File: src/rtl/bram_burst_adapter.sv
// Valid/ready burst front end for one BRAM port; absorbs the 1-cycle read latency via a 2-entry response FIFO.
// Define BRAM_ADAPTER_STATS_EN to add 32-bit read/write beat counters.
module bram_burst_adapter #(
   parameter int DATA_WIDTH = 32,
   parameter int ADDR_WIDTH = 10,
   parameter int LEN_WIDTH  = 4
) (
   input  logic                      clk,
   input  logic                      reset,
   input  logic                      req_valid,
   output logic                      req_ready,
   input  logic                      req_write,
   input  logic [ADDR_WIDTH-1:0]     req_addr,
   input  logic [LEN_WIDTH-1:0]      req_len,
   input  logic [DATA_WIDTH/8-1:0]   req_strobe,
   input  logic                      wdata_valid,
   output logic                      wdata_ready,
   input  logic [DATA_WIDTH-1:0]     wdata,
   output logic                      resp_valid,
   input  logic                      resp_ready,
   output logic [DATA_WIDTH-1:0]     resp_data,
   output logic                      resp_last,
   output logic                      bram_en,
   output logic [DATA_WIDTH/8-1:0]   bram_write_en,
   output logic [ADDR_WIDTH-1:0]     bram_addr,
   output logic [DATA_WIDTH-1:0]     bram_data_in,
`ifdef BRAM_ADAPTER_STATS_EN
   output logic [31:0]               stat_read_beats,
   output logic [31:0]               stat_write_beats,
`endif
   input  logic [DATA_WIDTH-1:0]     bram_data_out
);

   typedef enum logic [1:0] {S_IDLE, S_READ, S_WRITE, S_WRESP} state_t;

   state_t                    r_state;
   state_t                    w_state_nxt;
   logic [ADDR_WIDTH-1:0]     r_addr;
   logic [LEN_WIDTH-1:0]      r_len;
   logic [DATA_WIDTH/8-1:0]   r_strobe;
   logic [LEN_WIDTH:0]        r_beat;
   logic                      r_inflight;
   logic                      r_inflight_last;
   logic [DATA_WIDTH-1:0]     r_fifo_data [2];
   logic [1:0]                r_fifo_last;
   logic                      r_wr_ptr;
   logic                      r_rd_ptr;
   logic [1:0]                r_count;

   logic                      w_pop;
   logic                      w_issue_rd;
   logic                      w_wbeat;
   logic                      w_issue_last;
   logic                      w_beats_left;
   logic [2:0]                w_occupancy;

   assign w_beats_left = (r_beat <= {1'b0, r_len});
   assign w_issue_last = (r_beat == {1'b0, r_len});
   assign w_pop        = (r_state == S_READ) && (r_count != 2'd0) && resp_ready;
   // A pop in this cycle frees a slot, so issue may resume in the same cycle.
   assign w_occupancy  = {1'b0, r_count} + {2'b00, r_inflight} - {2'b00, w_pop};
   assign w_issue_rd   = (r_state == S_READ) && w_beats_left && (w_occupancy < 3'd2);
   assign w_wbeat      = (r_state == S_WRITE) && wdata_valid;

   always_ff @(posedge clk or posedge reset) begin
      if (reset) begin
         r_state <= S_IDLE;
      end else begin
         r_state <= w_state_nxt;
      end
   end

   always_comb begin
      w_state_nxt   = r_state;
      req_ready     = 1'b0;
      wdata_ready   = 1'b0;
      resp_valid    = 1'b0;
      resp_data     = '0;
      resp_last     = 1'b0;
      bram_en       = 1'b0;
      bram_write_en = '0;
      bram_addr     = '0;
      bram_data_in  = '0;
      case (r_state)
         S_IDLE: begin
            req_ready = 1'b1;
            if (req_valid) begin
               w_state_nxt = req_write ? S_WRITE : S_READ;
            end else begin
               w_state_nxt = S_IDLE;
            end
         end
         S_READ: begin
            if (r_count != 2'd0) begin
               resp_valid = 1'b1;
               resp_data  = r_fifo_data[r_rd_ptr];
               resp_last  = r_fifo_last[r_rd_ptr];
            end else begin
               resp_valid = 1'b0;
            end
            if (w_issue_rd) begin
               bram_en   = 1'b1;
               bram_addr = r_addr;
            end else begin
               bram_en   = 1'b0;
            end
            if (w_pop && r_fifo_last[r_rd_ptr]) begin
               w_state_nxt = S_IDLE;
            end else begin
               w_state_nxt = S_READ;
            end
         end
         S_WRITE: begin
            wdata_ready = 1'b1;
            if (wdata_valid) begin
               bram_en       = 1'b1;
               bram_write_en = r_strobe;
               bram_addr     = r_addr;
               bram_data_in  = wdata;
               w_state_nxt   = w_issue_last ? S_WRESP : S_WRITE;
            end else begin
               w_state_nxt   = S_WRITE;
            end
         end
         S_WRESP: begin
            resp_valid = 1'b1;
            resp_last  = 1'b1;
            if (resp_ready) begin
               w_state_nxt = S_IDLE;
            end else begin
               w_state_nxt = S_WRESP;
            end
         end
         default: begin
            w_state_nxt = S_IDLE;
         end
      endcase
   end

   always_ff @(posedge clk or posedge reset) begin
      if (reset) begin
         r_addr   <= '0;
         r_len    <= '0;
         r_strobe <= '0;
         r_beat   <= '0;
      end else if ((r_state == S_IDLE) && req_valid) begin
         r_addr   <= req_addr;
         r_len    <= req_len;
         r_strobe <= req_strobe;
         r_beat   <= '0;
      end else if (w_issue_rd || w_wbeat) begin
         r_addr   <= r_addr + ADDR_WIDTH'(1);
         r_beat   <= r_beat + (LEN_WIDTH+1)'(1);
      end
   end

   always_ff @(posedge clk or posedge reset) begin
      if (reset) begin
         r_inflight      <= 1'b0;
         r_inflight_last <= 1'b0;
         r_fifo_data[0]  <= '0;
         r_fifo_data[1]  <= '0;
         r_fifo_last     <= 2'b00;
         r_wr_ptr        <= 1'b0;
         r_rd_ptr        <= 1'b0;
         r_count         <= 2'd0;
      end else begin
         r_inflight      <= w_issue_rd;
         r_inflight_last <= w_issue_rd && w_issue_last;
         if (r_inflight) begin
            r_fifo_data[r_wr_ptr] <= bram_data_out;
            r_fifo_last[r_wr_ptr] <= r_inflight_last;
            r_wr_ptr              <= ~r_wr_ptr;
         end
         if (w_pop) begin
            r_rd_ptr <= ~r_rd_ptr;
         end
         case ({r_inflight, w_pop})
            2'b10:   r_count <= r_count + 2'd1;
            2'b01:   r_count <= r_count - 2'd1;
            default: r_count <= r_count;
         endcase
      end
   end

`ifdef BRAM_ADAPTER_STATS_EN
   logic [31:0] r_stat_rd;
   logic [31:0] r_stat_wr;

   always_ff @(posedge clk or posedge reset) begin
      if (reset) begin
         r_stat_rd <= 32'd0;
         r_stat_wr <= 32'd0;
      end else begin
         if (w_pop) begin
            r_stat_rd <= r_stat_rd + 32'd1;
         end
         if (w_wbeat) begin
            r_stat_wr <= r_stat_wr + 32'd1;
         end
      end
   end

   assign stat_read_beats  = r_stat_rd;
   assign stat_write_beats = r_stat_wr;
`endif

endmodule

File: config.mk
export PLATFORM = sky130hd
export DESIGN_NAME = bram_burst_adapter
export DESIGN_NICKNAME = d
export VERILOG_FILES = /design/src/rtl/bram_burst_adapter.sv
export SDC_FILE = /design/constraint.sdc
export NUM_CORES = 1
export LEC_CHECK = 0
export CAP_MARGIN = 0
export CORE_MARGIN = 4
export CORE_UTILIZATION = 41
export CTS_CLUSTER_DIAMETER = 200
export CTS_CLUSTER_SIZE = 25
export DETAILED_ROUTE_END_ITERATION = 10
export PLACE_DENSITY = 0.84
export SYNTH_ARGS = -nofsm -noshare
export SYNTH_HDL_FRONTEND = slang
export SYNTH_SLANG_ARGS = --single-unit
File: constraint.sdc
create_clock -name clk -period 4.35 [get_ports clk]
set_input_delay 0.87 -clock clk [delete_from_list [all_inputs] [get_ports clk]]
set_output_delay 0.87 -clock clk [all_outputs]
set_load 0.02 [all_outputs]
==> flow_metrics.env <==
export IMPL_antenna_left=0
export IMPL_hold_class="flip-flop to flip-flop"
export IMPL_slew_headroom_pct=32.94
export IMPL_routed_wl_um=13410
export IMPL_post_drt_wl_per_cell_um=17.24
export IMPL_coreArea_um2=11610
export IMPL_drtPass1Iterations=4
export IMPL_cts_root_buf="clkbuf_16"
export IMPL_stdcell_count=778
export IMPL_dp_hpwl_um=9339
export IMPL_grt_max_degree=73
export IMPL_synth_cell_types=37
export IMPL_place_inst=758
export IMPL_ioPinCount=171
export IMPL_drcViolationCount=0
export IMPL_ys_seq_area_share_pct=48.98
export IMPL_cts_tree="yes"
export IMPL_required_ps=3480
export IMPL_cts_hold_buf=0
export IMPL_syn_nets=559
export IMPL_tightest_slew_ps=1004
export IMPL_grt_pass1_vias=4399
export IMPL_drt_iter0_markers=212
export IMPL_num_rows=39
export IMPL_cts_max_path_buffers=2
export IMPL_crit_path_top_delay_cell="or4_4"
export IMPL_hold_viol=0
export IMPL_clk_pin_slew_ps=70
export IMPL_synthToLayoutAreaGrowth_pct=46.38
export IMPL_cp_slowest_stage_delay_ps=510
export IMPL_die_area_um2=13910
export IMPL_grt_pass1_wl_um=22020
export IMPL_syn_area_per_cell_um2=10.77
export IMPL_cts_buffers_inserted=9
export IMPL_clock_latency_ps=340
export IMPL_setup_violations=0
export IMPL_grt_usage_pct=19.11
export IMPL_crit_type="flip-flop to primary output"
export IMPL_die_h_um=117.9
export IMPL_globalplace_congestion=0.9029
export IMPL_cp_max_fo=7
export IMPL_finalMaxSlewViolations=0
export IMPL_path_common_cell="buf_6"
export IMPL_overflow=0
export IMPL_start_util_pct=42.67
export IMPL_io_buffer_count=170
export IMPL_drive_above_1_share_pct=20.94
export IMPL_synthesis_area_um2=4956
export IMPL_syn_inst=460
export IMPL_ir_worst_vdd_v=0.0004844
export IMPL_clock_sinks=97
export IMPL_min_period_ps=4212
export IMPL_p_leak_nw=3.289
export IMPL_final_common_cell="clkdlybuf4s50_1"
export IMPL_period_share_pct=96.82
export IMPL_ys_warn_count=0
export IMPL_crit_path_start_kind="flip-flop"
export IMPL_critPathCaptureType="primary output"
export IMPL_cp_data_arrival_time_ps=3340
export IMPL_antenna_cells=0
export IMPL_vias=4176
export IMPL_final_nets=729
export IMPL_cts_htree_levels=3
export IMPL_path_cells="inv_2, ha_4, o21ai_2, or2_4, xnor2_2, nand2_1, fa_2, xor2_2, or4_4, o211ai_4, buf_6, and3_4, buf_6"
export IMPL_rsz0062_at_grt="false"
export IMPL_antenna_found_initial=0
export IMPL_most_common_layout_cells="clkdlybuf4s50_1, dfrtp_1, mux2_2"
export IMPL_total_power_w=0.004705
export IMPL_p_per_area_nw_per_um2=648.6
export IMPL_skew_ps=5.196
export IMPL_viasPerCell=5.368
export IMPL_cap_violations=0
export IMPL_status="complete, no violations"
export IMPL_synth_seq_cells=97
export IMPL_max_freq_ghz=0.2374
export IMPL_dieWidth_um=117.9
## synthesized netlist by cell type
master    instances  area share [%]
o211ai_2          1            0.25
nand3_1           8            0.81
mux2i_1          34             6.9
xnor2_1           4            0.71
or4_4             2            0.45
nor2b_1           1            0.13
a211oi_1          2            0.30
dfrtp_1          97              49
clkbuf_1         28             2.1
a311o_1           2            0.40
or2_2             3            0.38
mux2_2           66              15
nand4_1           4            0.50
o21ai_0          13             1.3
nor4b_1           1            0.18
fa_1              1            0.40
xor2_1            3            0.53
a21oi_1           7            0.71
a31oi_1           6            0.76
ha_1             10             2.5
and4_1            1            0.18
nand2_1          37             2.8
and2_1            2            0.25
o221a_2           1            0.23
and3_1           49             6.2
o21ai_1           1            0.10
buf_1             3            0.23
or3_1             5            0.63
o211a_4           1            0.35
o22ai_1           1            0.13
nand2b_1          3            0.38
inv_1            13            0.98
nor3_1            2            0.20
or4_1             2            0.30
o31ai_1           2            0.30
nor2_1           43             3.3
a211o_1           1            0.18
## worst paths after layout
| check | start | end | slack, ps | depth (start not counted) |
|---|---|---|---|---|
| max | r_state[1] | bram_addr[6] | 140 | 13 |
| min | r_strobe[2] | r_strobe[2] | 480 | 2 |
| max reg2reg | r_state[1] | r_addr[9] | 830 | 13 |
| min reg2reg | r_strobe[2] | r_strobe[2] | 480 | 2 |
| max in group asynchronous | reset | r_fifo_data[18] | 2400 | 3 |
| min in group asynchronous | reset | r_fifo_data[37] | 1070 | 2 |
## power breakdown
group / leakage (nW) / total [W] / internal, W / switching [W]
Sequential: 1.16 / 0.00166 / 0.00133 / 0.000331
Combinational: 1.96 / 0.00216 / 0.00112 / 0.00104
Clock: 0.168 / 0.000888 / 0.000541 / 0.000347
Total: 3.29 / 0.00471 / 0.00298 / 0.00172
## logic make-up after synthesis
logic type               count (synthesis)  share of synthesized area, %
buffers and inverters                   44                         3.333
multiplexers                           100                         21.86
flip-flops                              97                         48.98
AO/OA/AOI/OAI                           38                         5.024
adder cells (fa/ha/maj)                 11                         2.929
XOR/XNOR                                 7                         1.237
AND/OR/NAND/NOR                        163                         16.64
## layout make-up
type	instances	area, µm²
fill	912	4359
sequential	97	2429
multi-input combinational	319	2426
timing repair buffer	190	1832
clock buffer	11	252.7
tap	143	178.9
clock inverter	5	85.08
inverter	13	51.30
## flip-flops by register name, summed over array words and instances (netlist names)
name             count
r_fifo_data         64
r_beat               5
r_strobe             4
r_wr_ptr             1
r_state              2
r_len                4
r_fifo_last          2
r_inflight           1
r_inflight_last      1
r_rd_ptr             1
r_count              2
r_addr              10
## stage by stage
step	hold slack (ps)	utilization [%]	setup TNS [ps]	setup WS (ps)	area, µm²
2_1_floorplan	438.6	-	0	11.27	4956
3_3_place_gp	450.6	59.03	-7257	-665.2	6855
3_5_place_dp	467.0	59.03	-8274	-769.6	6855
4_1_cts	483.0	62.47	0	3.596	7254
5_1_grt	508.0	62.47	0	9.401	7254
6_report	477.9	62.47	0	138.3	7254
## worst max-delay path: cells and delay by family (launching register included)
kind | cells | cell delay [ps]
AOI/OAI and AO/OA | 2 | 280
xor gates and xnor gates | 2 | 350
adders and majority gates | 2 | 530
buffers and inverters | 3 | 350
DFF | 1 | 410
and+or+nand+nor | 4 | 1060
## what timing repair did
| item | 4_1_cts | 5_1_grt |
|---|---|---|
| buffers inserted | 3 | 0 |
| resized for setup | 72 | 0 |
| pin swaps | 6 | 4 |
| cloned | 1 | 0 |
| setup endpoints to repair | 11 | 11 |
## routing by layer
metal	vias up	GRT usage, %	wire (µm)
met2	175	32.09	6627
met5	-	0	0
met4	0	5.861	202
li1	1954	-	-
met3	18	5.526	964
met1	2029	23.86	5615
No activity file was read; power rests on OpenSTA's default activity.
